===== config.mk =====
export PLATFORM = sky130hd
export DESIGN_NAME = rule30_stream_decrypt
export DESIGN_NICKNAME = d
export VERILOG_FILES = /design/src/rtl/rule30_stream_decrypt.sv
export SDC_FILE = /design/constraint.sdc
export NUM_CORES = 1
export LEC_CHECK = 0
export CAP_MARGIN = 0
export CORE_MARGIN = 8
export CORE_UTILIZATION = 40
export CTS_BUF_LIST = sky130_fd_sc_hd__clkbuf_8
export CTS_CLUSTER_DIAMETER = 50
export DETAILED_ROUTE_END_ITERATION = 16
export PLACE_DENSITY = 0.78
export SYNTH_ARGS = -nofsm -noshare
export SYNTH_HDL_FRONTEND = slang
export SYNTH_SLANG_ARGS = --single-unit
export TNS_END_PERCENT = 5

===== constraint.sdc =====
create_clock -name clk -period 3.45 [get_ports clk]
set_input_delay 0.69 -clock clk [delete_from_list [all_inputs] [get_ports clk]]
set_output_delay 0.69 -clock clk [all_outputs]
set_load 0.02 [all_outputs]

===== src/rtl/rule30_stream_decrypt.sv =====
// Rule 30 keystream XOR decryptor for a framed valid/ready byte stream, one cycle latency.
// Optional feature macro RX_SYNC_ERR_EN adds a sticky sync_err output for framing violations.
module rule30_stream_decrypt #(
    parameter logic [7:0] SEED = 8'b00011000,
    parameter logic [7:0] RULE = 8'b00011110
) (
    input  logic       clk,
    input  logic       rst,
    input  logic [7:0] enc_in,
    input  logic       enc_valid,
    input  logic       enc_sof,
    input  logic       enc_last,
    output logic       enc_ready,
    output logic [7:0] dec_out,
    output logic       dec_valid,
    output logic       dec_last,
    input  logic       dec_ready,
    output logic [7:0] key_out,
    output logic [7:0] byte_cnt
`ifdef RX_SYNC_ERR_EN
    ,
    output logic       sync_err
`endif
);

    typedef enum logic [0:0] {
        ST_IDLE   = 1'b0,
        ST_ACTIVE = 1'b1
    } state_t;

    // One cellular-automaton generation with wrap-around neighbours; left neighbour is the select MSB.
    function automatic logic [7:0] rule_step(input logic [7:0] k);
        logic [7:0] n;
        logic [2:0] sel;
        n = 8'h00;
        for (int i = 0; i < 8; i++) begin
            sel  = {k[3'(i + 7)], k[3'(i)], k[3'(i + 1)]};
            n[i] = RULE[sel];
        end
        return n;
    endfunction

    state_t     r_state;
    state_t     w_state_next;
    logic [7:0] r_key;
    logic [7:0] r_cnt;
    logic [7:0] r_dec_out;
    logic       r_dec_valid;
    logic       r_dec_last;
    logic       w_accept;
    logic       w_restart;
    logic       w_cont;
    logic       w_load;
    logic [7:0] w_key_next;

    assign enc_ready  = !r_dec_valid | dec_ready;
    assign w_accept   = enc_valid & enc_ready;
    assign w_restart  = w_accept & enc_sof;
    assign w_cont     = w_accept & !enc_sof & (r_state == ST_ACTIVE);
    assign w_load     = w_restart | w_cont;
    // A start of frame always rewinds the keystream to the shared seed.
    assign w_key_next = rule_step(w_restart ? SEED : r_key);

    assign dec_out   = r_dec_out;
    assign dec_valid = r_dec_valid;
    assign dec_last  = r_dec_last;
    assign key_out   = r_key;
    assign byte_cnt  = r_cnt;

    // FSM state register.
    always_ff @(posedge clk or posedge rst) begin
        if (rst) begin
            r_state <= ST_IDLE;
        end else begin
            r_state <= w_state_next;
        end
    end

    // FSM next state: every decrypted byte either opens/continues a frame or closes it.
    always_comb begin
        w_state_next = r_state;
        if (w_load) begin
            if (enc_last) begin
                w_state_next = ST_IDLE;
            end else begin
                w_state_next = ST_ACTIVE;
            end
        end else begin
            w_state_next = r_state;
        end
    end

    // Output, key and byte-count registers; a stalled output holds everything.
    always_ff @(posedge clk or posedge rst) begin
        if (rst) begin
            r_key       <= SEED;
            r_cnt       <= 8'h00;
            r_dec_out   <= 8'h00;
            r_dec_valid <= 1'b0;
            r_dec_last  <= 1'b0;
        end else if (w_load) begin
            r_key       <= w_key_next;
            r_dec_out   <= enc_in ^ w_key_next;
            r_dec_valid <= 1'b1;
            r_dec_last  <= enc_last;
            if (w_restart) begin
                r_cnt <= 8'h01;
            end else if (r_cnt != 8'hFF) begin
                r_cnt <= r_cnt + 8'h01;
            end else begin
                r_cnt <= r_cnt;
            end
        end else if (dec_ready) begin
            r_dec_valid <= 1'b0;
        end else begin
            r_dec_valid <= r_dec_valid;
        end
    end

`ifdef RX_SYNC_ERR_EN
    logic r_sync_err;
    assign sync_err = r_sync_err;

    // Sticky flag: orphan byte in IDLE or a restart in the middle of a frame.
    always_ff @(posedge clk or posedge rst) begin
        if (rst) begin
            r_sync_err <= 1'b0;
        end else if ((w_accept & !enc_sof & (r_state == ST_IDLE)) |
                     (w_restart & (r_state == ST_ACTIVE))) begin
            r_sync_err <= 1'b1;
        end else begin
            r_sync_err <= r_sync_err;
        end
    end
`endif

endmodule


* Word level (Yosys, flattened, before mapping)
Memories as Yosys holds them, arrays and structs flattened. Cells that the tools add are included.
Word-level totals: flip-flop bits (word level) 21, bits in read-only memories 16, input port bits 14, output and inout bits 27, memories 2
Operators by class: add/sub/neg operators 1, order comparisons 2, equal/unequal tests 1, muxes and demuxes 8, bitwise operators 7, reduce and logical (&&, ||, !) cells 5
Memory list:
- (name not given) | depth 8, bits a word 1, rd ports 1, clocked after Yosys merged registers in 0, write ports 0, RTL line 38 | n[i] = RULE[sel];
- (name not given) | depth 8, bits a word 1, rd ports 1, clocked after Yosys merged registers in 0, write ports 0, RTL line 38
Operators by type and width (number):
- 8-bit 2-to-1 mux | 2
- 8-bit by 1-bit adder with 8-bit output, second input constant | 1
- 3-bit by 4-bit less-than comparator with 1-bit output, second input constant | 2
- 8-bit inequality test, second input constant | 1
- 8-bit bitwise XOR | 1
- 1-bit 2-to-1 mux | 5
- 1-bit AND | 4
- 2-bit nonzero test | 2
- 3-bit 2-to-1 mux | 1
- 1-bit logical NOT | 2
- 1-bit OR | 2
- 2-bit AND reduction | 1

* Depth between registers and ports, before layout
word-level depth 8, gate-level depth with buffers 6

* Worst setup path before layout
Ideal clock, no wire load.
kind in2reg, start point input port dec_ready, end point register r_dec_last (netlist: dec_last), data arrival time 1566 ps, required time 3325 ps, path slack 1760 ps, stages 5, path through nor2b_4 buf_6 inv_2 o211ai_1 mux2_2
Between the ends: longest elaborated chain between the ends 5
RTL lines:
- from (decl) | RTL line 17 | input logic dec_ready,
- 1-bit OR * | RTL line 56 | assign enc_ready = !r_dec_valid | dec_ready;
- net enc_ready | RTL line 13 | output logic enc_ready,
- 1-bit AND * | RTL line 57 | assign w_accept = enc_valid & enc_ready;
- 1-bit AND (2 in a row) | RTL line 59 | assign w_cont = w_accept & !enc_sof & (r_state == ST_ACTIVE);
- 1-bit OR * | RTL line 60 | assign w_load = w_restart | w_cont;
- to (signal assigned) | RTL line 105 | r_dec_last <= enc_last;
- to (decl) | RTL line 49 | logic r_dec_last;
The timed path passes the listed nets; every way through them passes the cells marked *. A chain may end at the register's enable or synchronous reset.

* Worst setup path in the final report
start point input port dec_ready, end point output port enc_ready
Between the ends: longest elaborated chain between the ends 1
RTL lines (RTL line):
- 1-bit OR | 56
- to (decl) | 13
Every way passes these cells.

==> flow_metrics.tcl <==
set metrics [dict create \
    outcome "finished, final reports clean" \
    layout.nets 131 \
    worstMarginPinSlew_ps 562 \
    core_um2 2150 \
    rsz0062_at_grt "no" \
    max-vdd-ir-drop_mv 0.243 \
    start_util_pct 40.9 \
    synth_area_um2 880 \
    postPlaceCellArea_um2 1070 \
    final_area_um2 1120 \
    clock_path_buffers 2 \
    drive_gt1_share_pct 13.0 \
    postCtsHoldBufs 0 \
    worst-setup-path-type "in -> out" \
    r2r_start "byte_cnt[0]" \
    hp-class "reg -> reg" \
    num_rows 17 \
    worstHoldStart "dec_out[2]" \
    p_leak_nw 0.483 \
    die_h_um 62.9 \
    setup_ws_ps 727 \
    chipWidth_um 62.9 \
    holdWs_ps 488 \
    worst_setup_path_start_kind "input pin" \
    drtIter0Drc 4 \
    ys_types 36 \
    synth_top_flop_cell "dfrtp_1" \
    cp.required_ps 2760 \
    antenna_found_initial 0 \
    netlist.area_leader.share_pct 42.7 \
    synth_top_area_cell "dfrtp_1" \
    critPathCaptureType "output pin" \
    wire_per_inst_um 13.4 \
    io_buffer_count 22 \
    grt_pass1_wl_um 3350 \
    yosys-top-cells-count "15 x dfrtp_1, 12 x buf_4, 10 x nand2_1" \
    synthMostInstantiatedCell "dfrtp_1" \
    ios 41 \
    cts_buffers 3 \
    root_buffer "clkbuf_8" \
    first_pass_iters 4 \
    ant_nets 0 \
    ctsResizeCount 0 \
    hold_viol_final 0 \
    async_flop_share_pct 100 \
    drc_errors 0 \
    synthTopCellsByArea "dfrtp_1 43%, buf_4 10%, nand2_1 4.3%, nand3_1 2.8%, nor2_1 2.6%" \
    vias_per_cell 5.01 \
    cap_violations 0 \
    cp.arrival_ps 2030 \
    dieArea_um2 3960 \
    dp_hpwl_um 1510 \
    area_delta_synth_final_pct 27.0 \
    synth.avg_cell_area_um2 9.56 \
    gp_congestion 0.846 \
    cts_setup_buffers 0 \
    drv_slew 0 \
    finalSetupTns_ps 0 \
    yosys_warnings 0 \
    ys_ff_latch 15 \
    num_vias 717 \
    cts.sinks 15 \
    grt.overflow.total 0 \
    synth_edf_count 0 \
    period_minus_slack_ps 2720 \
    drt-total-wl_um 1910 \
    power_density_nw_per_um2 533 \
    clkLatencyLatePin_ps 240 \
    clk_pin_slew_ps 60 \
    worstSetupStartpoint "dec_ready" \
    grt_pass1_vias 733 \
    fillers 212 \
    cp_max_fo 8 \
    grt_max_degree 16 \
    track_usage_pct 10.2 \
    skew_ps 1.27 \
    fin_crit_sh_pct 78.9 \
    dp_slack_ps 723 \
    diodes 0 \
    synthCells 92 \
    synth_seq_area_share_pct 42.7 \
    fmax_mhz 367 \
    slew_headroom_pct 62.5 \
    finalSetupViolCount 0 \
    cts_tree "done" \
    ctsHtreeMaxLevel 1 \
]
-- metrics by stage --
| stage | power [mW] | std cells | utilization [%] |
|---|---|---|---|
| after global routing | 0.633 | 143 | 52.0 |
| after floorplan | 0.379 | 102 | - |
| after detailed placement | 0.464 | 139 | 49.9 |
| after global placement | 0.459 | 139 | 49.9 |
| final | 0.596 | 143 | 52.0 |
| after CTS | 0.606 | 143 | 52.0 |
-- flip-flops by register name (all words and copies together) (netlist names) --
register	count
r_state	1
dec_out	2
byte_cnt	8
dec_last	1
key_out	2
dec_valid	1
-- layout by cell type (no fill, tap or decap), types with 2 or more instances in the layout --
cell	n
clkbuf_8	3
nor2_1	6
a311oi_1	2
nand2_1	10
o21ai_0	3
o211ai_1	2
a21oi_1	3
dfrtp_1	15
clkdlybuf4s50_1	22
nor3_1	2
nand3_1	5
a31oi_1	3
inv_1	3
nor3_2	2
conb_1	12
-- power by group --
| part | total (mW) | switching [mW] | internal (mW) |
|---|---|---|---|
| sequential | 0.241 | 0.0315 | 0.209 |
| clock | 0.137 | 0.0570 | 0.0797 |
| combinational | 0.218 | 0.120 | 0.0981 |
| total | 0.596 | 0.209 | 0.387 |
-- layout make-up --
class                           count  area (µm²)  area share (%)
Timing Repair Buffer               22         220            19.7
Tap cell                           28        35.0            3.14
Clock inverter                      1        5.00           0.448
Inverter                            4        15.0            1.34
Sequential cell                    15         375            33.6
Multi-Input combinational cell     70         425            38.1
Clock buffer                        3        41.3            3.70
-- kinds of logic after synthesis --
logic type	count (synthesis)	share of synthesized area, %
simple gates	34	22.6
compound gates	19	14.8
buf+inv	17	13.2
flops	15	42.7
other cells	2	0.854
xor+xnor	2	1.99
mux	2	2.42
fa+ha+maj	1	1.42
-- layer usage --
metal  routed length, µm  vias up  global-route usage [%]
met5                   0        -                       0
met4                  27        0                    6.84
met3                  87        2                    1.97
met2                 996       14                    16.8
met1                 802      351                    11.5
li1                    -      350                       -
-- worst paths after layout --
kind,to,cells past startpoint,slack (ps)
max,enc_ready,4,730
min,dec_out[2],2,490
max reg2reg,byte_cnt[4],5,1940
min reg2reg,dec_out[2],2,490
max in group asynchronous,key_out[2],2,2280
min in group asynchronous,byte_cnt[3],2,800
-- critical path: stages --
cell             delay (ps)
clkdlybuf4s50_1         450
nor2b_4                 240
inv_2                   100
clkdlybuf4s50_1         560
Power figures use the tool's default switching activity.
